==> src/rtl/tone_freq_meter.sv <==
// tone_freq_meter: estimates the DDS phase increment of a sampled sine.
// Counts samples across 2^G rising zero crossings, then divides 2^(M+G) by
// that count with a sequential restoring divider (one quotient bit per clock).
// Optional lock indicator: define TONE_FREQ_METER_LOCK_EN to build it;
// without the macro, locked is tied low.
module tone_freq_meter #(
   parameter int B    = 32,
   parameter int M    = 13,
   parameter int G    = 4,
   parameter int CW   = 24,
   parameter int HYST = 1024
) (
   input  logic                clock,
   input  logic                reset,
   input  logic                enableclk,
   input  logic signed [B-1:0] insample,
   output logic [31:0]         freq_est,
   output logic                est_valid,
   output logic                nosignal,
   output logic                overrun,
   output logic                locked
);

   localparam int NW = M + G + 1;               // numerator / quotient width
   localparam int SW = $clog2(NW + 1);          // divider step counter width
   localparam logic [0:0]      SEEK      = 1'b0;
   localparam logic [0:0]      GATE      = 1'b1;
   localparam logic [CW-1:0]   CNT_MAX   = '1;
   localparam logic [G-1:0]    XC_LAST   = '1;
   localparam logic [SW-1:0]   LAST_STEP = SW'(NW);
   localparam logic signed [B-1:0] NEG_TH = B'(-HYST);
   localparam logic [M-1:0]    EST_MAX   = '1;

   logic          armed;
   logic [0:0]    state;
   logic [CW-1:0] cnt;
   logic [G-1:0]  xc;
   logic          crossing;
   logic          gate_end;
   logic          timeout;

   logic          div_busy;
   logic [SW-1:0] div_step;
   logic [CW-1:0] div_rem;
   logic [NW-1:0] div_quot;
   logic [CW-1:0] div_divisor;
   logic [CW:0]   rem_shift;
   logic [CW:0]   rem_sub;
   logic          div_ge;
   logic [CW-1:0] rem_next;
   logic [M-1:0]  quot_sat;
   logic          div_done;

   // Crossing, gate-end and timeout qualifiers for the current sample
   always_comb begin
      crossing = enableclk & armed & ~insample[B-1];
      gate_end = (state == GATE) & crossing & (xc == XC_LAST);
      timeout  = enableclk & (state == GATE) & ~gate_end & (cnt == CNT_MAX - 1'b1);
   end

   // Hysteresis arming: a crossing only counts after a clearly negative sample
   always_ff @(posedge clock) begin
      if (reset) begin
         armed <= 1'b0;
      end else if (enableclk) begin
         if (crossing)
            armed <= 1'b0;
         else if (insample < NEG_TH)
            armed <= 1'b1;
      end
   end

   // Gate FSM: counts samples over 2^G crossings; next gate starts on the ending crossing
   always_ff @(posedge clock) begin
      if (reset) begin
         state    <= SEEK;
         cnt      <= '0;
         xc       <= '0;
         nosignal <= 1'b1;
      end else if (enableclk) begin
         case (state)
            SEEK: begin
               if (crossing) begin
                  state    <= GATE;
                  cnt      <= CW'(1);
                  xc       <= '0;
                  nosignal <= 1'b0;
               end
            end
            default: begin
               if (gate_end) begin
                  cnt <= CW'(1);
                  xc  <= '0;
               end else if (timeout) begin
                  cnt      <= CNT_MAX;
                  nosignal <= 1'b1;
                  state    <= SEEK;
               end else begin
                  cnt <= cnt + 1'b1;
                  if (crossing)
                     xc <= xc + 1'b1;
               end
            end
         endcase
      end
   end

   // One restoring-divide step; numerator is a single 1 in its MSB
   always_comb begin
      rem_shift = {div_rem, (div_step == '0)};
      div_ge    = rem_shift >= {1'b0, div_divisor};
      rem_sub   = rem_shift - {1'b0, div_divisor};
      rem_next  = div_ge ? rem_sub[CW-1:0] : rem_shift[CW-1:0];
      quot_sat  = (|div_quot[NW-1:M]) ? EST_MAX : div_quot[M-1:0];
      div_done  = div_busy & (div_step == LAST_STEP);
   end

   // Divider sequencing, result publication and overrun flag
   always_ff @(posedge clock) begin
      if (reset) begin
         div_busy    <= 1'b0;
         div_step    <= '0;
         div_rem     <= '0;
         div_quot    <= '0;
         div_divisor <= '0;
         freq_est    <= '0;
         est_valid   <= 1'b0;
         overrun     <= 1'b0;
      end else begin
         est_valid <= 1'b0;
         if (div_busy) begin
            if (div_done) begin
               freq_est  <= 32'(quot_sat);
               est_valid <= 1'b1;
               div_busy  <= 1'b0;
            end else begin
               div_rem  <= rem_next;
               div_quot <= {div_quot[NW-2:0], div_ge};
               div_step <= div_step + 1'b1;
            end
         end
         if (gate_end) begin
            if (div_busy) begin
               overrun <= 1'b1;
            end else begin
               div_busy    <= 1'b1;
               div_divisor <= cnt;
               div_step    <= '0;
               div_rem     <= '0;
               div_quot    <= '0;
            end
         end
      end
   end

`ifdef TONE_FREQ_METER_LOCK_EN
   localparam logic [M-1:0] LOCKTOL = M'(2);
   logic [M-1:0] prev_est;
   logic [2:0]   run_cnt;
   logic [M-1:0] est_diff;
   logic         within;

   // Distance of the new estimate from the previous one
   always_comb begin
      est_diff = (quot_sat > prev_est) ? (quot_sat - prev_est) : (prev_est - quot_sat);
      within   = (run_cnt != 3'd0) && (est_diff <= LOCKTOL);
   end

   // Lock after 4 consecutive mutually-consistent estimates
   always_ff @(posedge clock) begin
      if (reset) begin
         locked   <= 1'b0;
         run_cnt  <= 3'd0;
         prev_est <= '0;
      end else if (timeout || nosignal) begin
         locked  <= 1'b0;
         run_cnt <= 3'd0;
      end else if (div_done) begin
         prev_est <= quot_sat;
         if (within) begin
            if (run_cnt < 3'd4)
               run_cnt <= run_cnt + 3'd1;
            locked <= (run_cnt >= 3'd3);
         end else begin
            run_cnt <= 3'd1;
            locked  <= 1'b0;
         end
      end
   end
`else
   assign locked = 1'b0;
`endif

endmodule
==> config.mk <==
export PLATFORM = sky130hd
export DESIGN_NAME = tone_freq_meter
export DESIGN_NICKNAME = d
export VERILOG_FILES = /design/src/rtl/tone_freq_meter.sv
export SDC_FILE = /design/constraint.sdc
export NUM_CORES = 1
export LEC_CHECK = 0
export ABC_AREA = 1
export CAP_MARGIN = 10
export CORE_MARGIN = 4
export CORE_UTILIZATION = 53
export CTS_CLUSTER_SIZE = 10
export DETAILED_ROUTE_END_ITERATION = 8
export HOLD_SLACK_MARGIN = 0.03
export PLACE_DENSITY = 0.78
export SETUP_SLACK_MARGIN = 0.02
export SLEW_MARGIN = 15
export SYNTH_ARGS = -nofsm -noshare
export SYNTH_HDL_FRONTEND = slang
export SYNTH_SLANG_ARGS = --single-unit
==> constraint.sdc <==
create_clock -name clock -period 2.1 [get_ports clock]
set_input_delay 0.315 -clock clock [delete_from_list [all_inputs] [get_ports clock]]
set_output_delay 0.315 -clock clock [all_outputs]
set_load 0.1 [all_outputs]
; Word level (Yosys, flattened, before mapping)
; Cells that the tools add are included.
; Widths: inputs -> output; s select.
[op_classes]
n_eq_ne = 6
order_cmp = 2
n_addsub = 4
n_bitwise = 11
muxes = 38
n_reduce_logical = 13
[ops]
columns = operator, count
row1 = $mux 24, 9
row2 = $mux 18, 4
row3 = $lt 32x11->1 const B, 1
row4 = $ge 25x24->1, 1
row5 = $add 24x1->24 const B, 1
row6 = $eq 24x24->1 const B, 1
row7 = $sub 24x24->24, 1
row8 = $mux 4, 5
row9 = $mux 5, 4
row10 = $mux 1, 15
row11 = $mux 13, 1
row12 = $reduce_and 2->1, 5
row13 = $and 1x1->1, 8
row14 = $reduce_and 4->1, 2
row15 = $add 5x1->5 const B, 1
row16 = $eq 5x5->1 const B, 1
row17 = $logic_not 5->1, 1
row18 = $reduce_or 5->1, 1
row19 = $add 4x1->4 const B, 1
row20 = $eq 4x4->1 const B, 1
row21 = $reduce_bool 2->1, 2
row22 = $ne 3x3->1 const B, 1
row23 = $not 1->1, 3
row24 = $reduce_bool 3->1, 1
row25 = 3 further kinds, 3
[word_totals]
inputBits = 35
ff_bits = 118
output_inout_bits = 36
wordCells = 87

; Longest topological paths before layout
; Gate-level depths: netlist of run 1.
[logic_depth]
depth_word = 10
ltp_mapped = 18
mapped_depth_nobuf = 17

; Least setup slack after synthesis of run 1
; No wires, ideal clock.
[synth_timing]
path_kind = reg-to-reg
from = reg div_step[0]
to = reg div_rem[16]
required_time_ns = 1.991
arrival_ns = 2.043
setup_ns = 0.109
stages_incl_launch_ff = 17
slack_ns = -0.052
period_less_slack_ns = 2.152
n_path_buf = 0
cell_sequence = dfxtp_1 inv_1 ha_1 nand3_1 ha_1 inv_1 fa_1 nand2_1 nand3_1 nand2_1 o21bai_1 nand2_1 nand3b_1 nand3_2 nand3_1 nand2_1 inv_1
[synth_between]
elab_chain_cells = 7
word_cells_on_any_way = 10
classes_between = add/sub (1) / order compare (1) / eq/ne (1) / mux (5) / bitwise (1) / reduce/logical (1)
[synth_lines]
columns = item, line
row1 = from (decl), 43  ; logic [SW-1:0] div_step;
row2 = from (signal assigned), 139  ; div_step <= div_step + 1'b1;
row3 = $logic_not 5->1, 110  ; rem_shift = {div_rem, (div_step == '0)};
row4 = $sub 24x24->24 / $ge 25x24->1 (equally long branches), "112, 111"
row5 = $mux 24, 113  ; rem_next = div_ge ? rem_sub[CW-1:0] : rem_shift[CW-1:0];
row6 = $mux 24 (*), 132  ; if (div_done) begin
row7 = $mux 24 (*), 131  ; if (div_busy) begin
row8 = $mux 24, 143  ; if (div_busy) begin
row9 = $mux 24 (*), 142  ; if (gate_end) begin
row10 = to (signal assigned), 137  ; div_rem <= rem_next;
row11 = to (decl), 44  ; logic [CW-1:0] div_rem;
; Every way passes the cells marked *; elsewhere a longest branch is shown, timed or not.
; A chain may end at the register's enable or synchronous reset.

; Worst setup path in the final report of run 1
[layout_timing]
from = reg div_divisor[21]
to = reg div_rem[8]
[layout_between]
elab_chain_cells = 6
[layout_lines]
columns = item, line
row1 = from (decl), 46  ; logic [CW-1:0] div_divisor;
row2 = from (signal assigned), 147  ; div_divisor <= cnt;
row3 = $ge 25x24->1 (*), 111  ; div_ge = rem_shift >= {1'b0, div_divisor};
row4 = $mux 24 (*), 113
row5 = $mux 24 (*), 132
row6 = $mux 24 (*), 131
row7 = $mux 24, 143
row8 = $mux 24 (*), 142
; Marked as above.

==> results_dict.tcl, run 1 <==
set metrics [dict create \
    io_buffers 40 \
    area_growth_pct 21.5 \
    rsz0062_at_grt "true" \
    htree_levels 4 \
    cts_sinks 118 \
    vdd_ir_drop_max_uv 580 \
    yosysSeqAreaShare 0.323 \
    ys_seq_elements 118 \
    syn_area_per_cell_sq_um 6.47 \
    synth_warnings 0 \
    fin_skew_ps 6.79 \
    diodes 0 \
    via_per_inst 5.18 \
    violations "negative setup slack" \
    gp_congestion 0.933 \
    cp.arrival_ps 2510 \
    fillers 1172 \
    routed-via-count 7152 \
    required_ps 2410 \
    critical_path.endpoint_type "flip-flop" \
    synthCells 1130 \
    globalRoute.totalOverflow 0 \
    clk_latency_ps 420 \
    crit_fanout 8 \
    dr.pass1.iters 7 \
    drt-initial-drc-count 483 \
    slew_violations 0 \
    drv_cap 0 \
    layout-drive-gt1-share 0.142 \
    dieHeight_um 125 \
    drc 0 \
    grt_first_pass_wirelength_mm 31.2 \
    finalSetupViolCount 22 \
    initial_core_util 0.546 \
    post-place-ws_ps -264 \
    hold_violations 0 \
    p_leak_nw 4.06 \
    fmax_ghz 0.455 \
    power.density_nw_per_um2 638 \
    num_rows 42 \
    antenna_found_initial 0 \
    cts_inserted_buffers 17 \
    hold_class "flip-flop to flip-flop" \
    dieWidth_um 125 \
    stdcell_area_sq_um 8880 \
    die-area_sq_um 15700 \
    clockBufferDepth 2 \
    syn_area_sq_um 7310 \
    drtAntennaViolNets 0 \
    placed_cells 1349 \
    grt.total_usage 0.238 \
    status "finished with violations" \
    ys_types 38 \
    cts_tree "yes" \
    critPathKind "flip-flop to flip-flop" \
    fin_crit_sh 1.05 \
    wl_per_cell_um 13.6 \
    grt_max_degree 69 \
    totalWireLength_mm 18.7 \
    stdcell_count 1380 \
    root_buffer "clkbuf_16" \
    ios 71 \
    layout_setup_ws_ps -98.1 \
    core_sq_um 13400 \
    placed_area_sq_um 8010 \
    clk_pin_slew_ps 60 \
    dp_hpwl_mm 13.1 \
    finalCriticalPeriod_ps 2200 \
    hold_buffers 0 \
    cp-start-kind "flip-flop" \
    nets 1259 \
    first_global_vias 6744 \
    fin_tns_setup_ps -1160 \
]
cell families after synthesis:
| group | Yosys count | share of synthesized area |
|---|---|---|
| other | 1 | 0.000513 |
| flip-flops | 118 | 0.323 |
| adder cells (fa/ha/maj) | 32 | 0.0558 |
| AND/OR/NAND/NOR | 531 | 0.313 |
| buffers and inverters | 243 | 0.141 |
| XOR/XNOR | 30 | 0.0359 |
| AO/OA/AOI/OAI | 175 | 0.132 |
metrics by stage:
step                hold WS [ps]  power, W  utilization
finish                       467   0.00567        0.663
global route                 485   0.00580        0.663
CTS                          466   0.00569        0.653
detailed placement           459   0.00260        0.597
global placement             448   0.00260        0.597
floorplan                    433   0.00255            -
cell usage in the layout (no fill, tap or decap), drive strengths merged:
| master | n |
|---|---|
| inv | 187 |
| o21ai | 60 |
| o21a | 2 |
| buf | 56 |
| nand2 | 299 |
| or2 | 3 |
| nor4 | 3 |
| a31oi | 23 |
| conb | 20 |
| o21bai | 1 |
| nand4 | 14 |
| a21oi | 69 |
| dfxtp | 118 |
| clkinv | 5 |
| ha | 31 |
| clkdlybuf4s50 | 24 |
| nor2 | 119 |
| nand3b | 5 |
| xor2 | 21 |
| nor3 | 16 |
| clkinvlp | 1 |
| clkbuf | 21 |
| a211oi | 18 |
| nand3 | 70 |
| and2 | 2 |
| fa | 1 |
| a22oi | 2 |
| bufinv | 4 |
| xnor2 | 9 |
layer usage:
| layer | up-vias | track usage | part of all wire |
|---|---|---|---|
| li1 | 3662 | - | - |
| met1 | 3256 | 0.298 | 0.46 |
| met2 | 186 | 0.394 | 0.47 |
| met3 | 48 | 0.0546 | 0.045 |
| met4 | 0 | 0.0976 | 0.029 |
| met5 | - | 0 | 0 |
power by group:
part	leakage [nW]	internal, W	switching, W
combinational	2.80	0.0000681	0.000236
clock	0.307	0.00205	0.00107
sequential	0.951	0.00224	0.00000527
total	4.06	0.00436	0.00131
critical path, stage by stage, from the launching register on:
cell,delay [ps]
dfxtp_1,310
inv_1,100
ha_1,390
nand2_1,140
nor3_2,200
nand2_1,110
a21oi_1,190
nor2_2,80
nand2_4,140
buf_8,160
o21ai_0,80
nor2_1,120
nor2_1,60
worst paths after layout:
check / depth (start not counted) / endpoint / slack [ps] / startpoint
worst min register to register: 2 / div_divisor[15] / 470 / div_divisor[15]
worst min-delay path: 2 / div_divisor[15] / 470 / div_divisor[15]
worst max-delay path: 12 / div_rem[8] / -100 / div_divisor[21]
worst max register to register: 12 / div_rem[8] / -100 / div_divisor[21]
what timing repair did:
action,in CTS,in global routing
pin swaps,20,17
setup endpoints to repair,25,42
resized for setup,36,34
hold endpoints to repair,0,0
buffers inserted,0,0
cloned,0,1
cell usage after synthesis:
| master | count | area [sq um] |
|---|---|---|
| fa_1 | 1 | 20.0 |
| nand3b_1 | 5 | 37.5 |
| buf_1 | 1 | 3.75 |
| xor2_1 | 21 | 184 |
| conb_1 | 1 | 3.75 |
| nor2_4 | 2 | 22.5 |
| nand2_4 | 1 | 11.3 |
| nor3_1 | 12 | 60.1 |
| buf_6 | 1 | 11.3 |
| a22oi_1 | 2 | 15.0 |
| xnor2_1 | 9 | 78.8 |
| o21ai_0 | 57 | 285 |
| or2_2 | 3 | 18.8 |
| nor2_2 | 7 | 43.8 |
| inv_2 | 2 | 7.51 |
| inv_1 | 183 | 687 |
| and2_1 | 2 | 12.5 |
| nand3_1 | 64 | 320 |
| buf_8 | 1 | 15.0 |
| nand4_1 | 14 | 87.6 |
| a21oi_1 | 69 | 345 |
| o21a_1 | 2 | 15.0 |
| buf_2 | 14 | 70.1 |
| nor2_1 | 110 | 413 |
| nand2_1 | 290 | 1090 |
| clkbuf_1 | 19 | 71.3 |
| nand3_2 | 6 | 60.1 |
| nand2_2 | 8 | 50.1 |
| o21bai_1 | 1 | 7.51 |
| a211oi_1 | 18 | 135 |
| clkinv_1 | 1 | 3.75 |
| buf_4 | 21 | 158 |
| a31oi_1 | 23 | 144 |
| o21ai_1 | 3 | 15.0 |
| nor4_1 | 3 | 18.8 |
| nor3_2 | 4 | 40.0 |
| ha_1 | 31 | 388 |
| dfxtp_1 | 118 | 2360 |
state kept, by name, indices dropped and copies added, names as in the netlist:
name / cells
armed: 1
cnt: 24
div_busy: 1
div_divisor: 24
div_quot: 18
div_rem: 24
div_step: 5
est_valid: 1
freq_est: 13
nosignal: 1
overrun: 1
state: 1
xc: 4
final cells by class:
class / count / area [sq um] / share of cell area
Clock buffer: 20 / 457 / 0.0514
Clock inverter: 11 / 173 / 0.0194
Inverter: 186 / 703 / 0.0792
Multi-Input combinational cell: 788 / 4210 / 0.474
Sequential cell: 118 / 2360 / 0.266
Tap cell: 176 / 220 / 0.0248
Timing Repair Buffer: 81 / 758 / 0.0854
No activity file was read; power rests on OpenSTA's default activity.
==> inputs of run 2 (changes only) <==
CORE_UTILIZATION = 60   (was 53)
PLACE_DENSITY = 0.83   (was 0.78)
clock period = 2.6 ns   (was 2.1 ns; I/O delays follow)
==> run 2 against run 1 <==
Net effect:
- the flow now finishes without violations
- first-iteration DRC count is 0.83% lower
- critical path depth grew 4
- hold slack worse by 6.9 ps
- critical endpoint is now div_rem[16]
- sequential share of layout area increased by 1.3 points
- power down 19%
- sequential cell count stayed put
- setup slack better by 370 ps
==> results_dict.tcl, run 2 (synthesis gave the netlist of run 1 again) <==
set metrics [dict create \
    layout_commonest_cell "nand2_1" \
    top_regs "cnt x24, div_divisor x24, div_rem x24" \
    seq_power_share 0.397 \
    layout_setup_ws_ps 277 \
    initial_core_util 0.611 \
    r2r-start "div_step[0]" \
    slew_violations 0 \
    die-area_sq_um 14000 \
    post-place-ws_ps 102 \
    grt_max_degree 49 \
    drv_cap 0 \
    cp-start-kind "flip-flop" \
    cp_cell_sequence "inv_1, ha_1, nand3_2, ha_1, inv_1, fa_2, nand2_2, nand3_1, nand2_2, o21bai_4, nand2_1, nand3b_1, nand3_2, nand3_1, nand2_1, inv_1" \
    totalWireLength_mm 17.8 \
    num_rows 40 \
    fmax_ghz 0.430 \
    vdd_ir_drop_max_uv 470 \
    power.clock.fraction 0.550 \
    fin_crit_sh 0.894 \
    final_cell_mix "288 x nand2_1, 183 x inv_1, 118 x dfxtp_1" \
    dieWidth_um 118 \
    clk_latency_ps 420 \
    crit_path_top_delay_cell "fa_2" \
    core_sq_um 12000 \
    max_stage_delay_ps 370 \
    cts_inserted_buffers 17 \
    cts_tree "yes" \
    critical_path.endpoint_type "flip-flop" \
    nets 1237 \
    switching_share 0.232 \
    clk_pin_slew_ps 50 \
    min_path_cells 2 \
    drt-initial-drc-count 479 \
    clockBufferDepth 2 \
    dr.pass1.iters 5 \
    ios 71 \
    gp_congestion 0.929 \
    startpoint "div_step[0]" \
    drc 0 \
    wl_per_cell_um 13.4 \
    rsz0062_at_grt "false" \
    hold_class "flip-flop to flip-flop" \
    grt.total_usage 0.258 \
    hold_violations 0 \
    globalRoute.totalOverflow 0 \
    cts_sinks 118 \
    worst-path-stages 16 \
    r2r_cells 16 \
    p_leak_nw 3.93 \
    cp.arrival_ps 2640 \
    root_buffer "clkbuf_16" \
    grt_first_pass_wirelength_mm 29.9 \
    fillers 979 \
    hold_buffers 0 \
    finalSetupViolCount 0 \
    dp_hpwl_mm 12.8 \
    finalCriticalPeriod_ps 2320 \
    p_sw_w 0.00106 \
    p_int_w 0.00352 \
    drtAntennaViolNets 0 \
    htree_levels 4 \
    crit_fanout 4 \
    first_global_vias 6477 \
    crit_buf_inv 3 \
    via_per_inst 5.23 \
    required_ps 2920 \
    pwr-share-comb 0.053 \
    dieHeight_um 118 \
    path_delay_family "simple AND/OR/NAND/NOR gates" \
    crit_path_frequent_cell "inv_1" \
    layout-drive-gt1-share 0.0888 \
    hp-start "div_divisor[10]" \
    fin_skew_ps 8.72 \
    area_growth_pct 15.6 \
    io_buffers 40 \
    antenna_found_initial 0 \
    fin_tns_setup_ps 0 \
    diodes 0 \
    status "completed" \
    power.density_nw_per_um2 543 \
    critPathKind "flip-flop to flip-flop" \
    routed-via-count 6961 \
]
[run 2: cell types whose count changed in the layout (fill, tap and decap cells not counted), moves of 4 or more]
| cell | delta |
|---|---|
| nor2_1 | +5 |
| nor2_2 | -5 |
| nand3_2 | -4 |
| inv_1 | +5 |
| nand2_1 | +19 |
| buf_4 | -17 |
| inv_2 | -4 |
| nand3_1 | +6 |
| ha_1 | +4 |
| nand2_2 | -16 |
[run 2: power groups by stage]
stage | logic (W) | registers [W] | clock network, W
after floorplan | 0.000198 | 0.00186 | 0
after global routing | 0.000255 | 0.00182 | 0.00263
after CTS | 0.000243 | 0.00182 | 0.00254
after global placement | 0.000239 | 0.00186 | 0
final | 0.000244 | 0.00182 | 0.00252
after detailed placement | 0.000241 | 0.00186 | 0
[run 2: worst paths after layout]
kind                                   endpoint  slack [ps]
worst max-delay path                div_rem[16]         280
worst min-delay path            div_divisor[10]         460
worst max register to register      div_rem[16]         280
worst min register to register  div_divisor[10]         460
[run 2: area by class of cell]
| cell class | instances | area [sq um] | area share |
|---|---|---|---|
| Multi-Input combinational cell | 788 | 4030 | 0.477 |
| Sequential cell | 118 | 2360 | 0.280 |
| Timing Repair Buffer | 59 | 544 | 0.0644 |
| Tap cell | 147 | 184 | 0.0218 |
| Clock buffer | 20 | 457 | 0.0541 |
| Inverter | 186 | 698 | 0.0826 |
| Clock inverter | 12 | 174 | 0.0206 |
[run 2: through the flow]
stage / cells / instance area [sq um] / power (W) / utilization / hold WS (ps)
6_report: 1330 / 8450 / 0.00458 / 0.706 / 460
5_1_grt: 1330 / 8450 / 0.00470 / 0.706 / 487
4_1_cts: 1330 / 8410 / 0.00460 / 0.703 / 463
3_5_place_dp: 1298 / 7780 / 0.00210 / 0.650 / 455
3_3_place_gp: 1298 / 7780 / 0.00210 / 0.650 / 449
2_1_floorplan: 1149 / 7380 / 0.00206 / - / 433
[run 2: layer usage]
metal / part of all wire / vias to the layer above / wire [um] / GRT usage
met4: 0.020 / 0 / 356 / 0.0833
met2: 0.47 / 191 / 8400 / 0.423
met5: 0 / - / 0 / 0
li1: - / 3623 / - / -
met3: 0.057 / 28 / 1020 / 0.0641
met1: 0.45 / 3119 / 7990 / 0.333
[run 2: what timing repair did]
item / 4_1_cts / 5_1_grt
endpoints found under the setup margin: 0 / 21
resized for setup: 0 / 8
buffers inserted: 0 / 0
[run 2: worst reg2reg max path, delay by kind of cell (launching register included)]
family	cells	cell delay (ps)
compound gates	1	90
flops	1	350
buf+inv	3	170
fa+ha+maj	3	750
simple gates	9	870
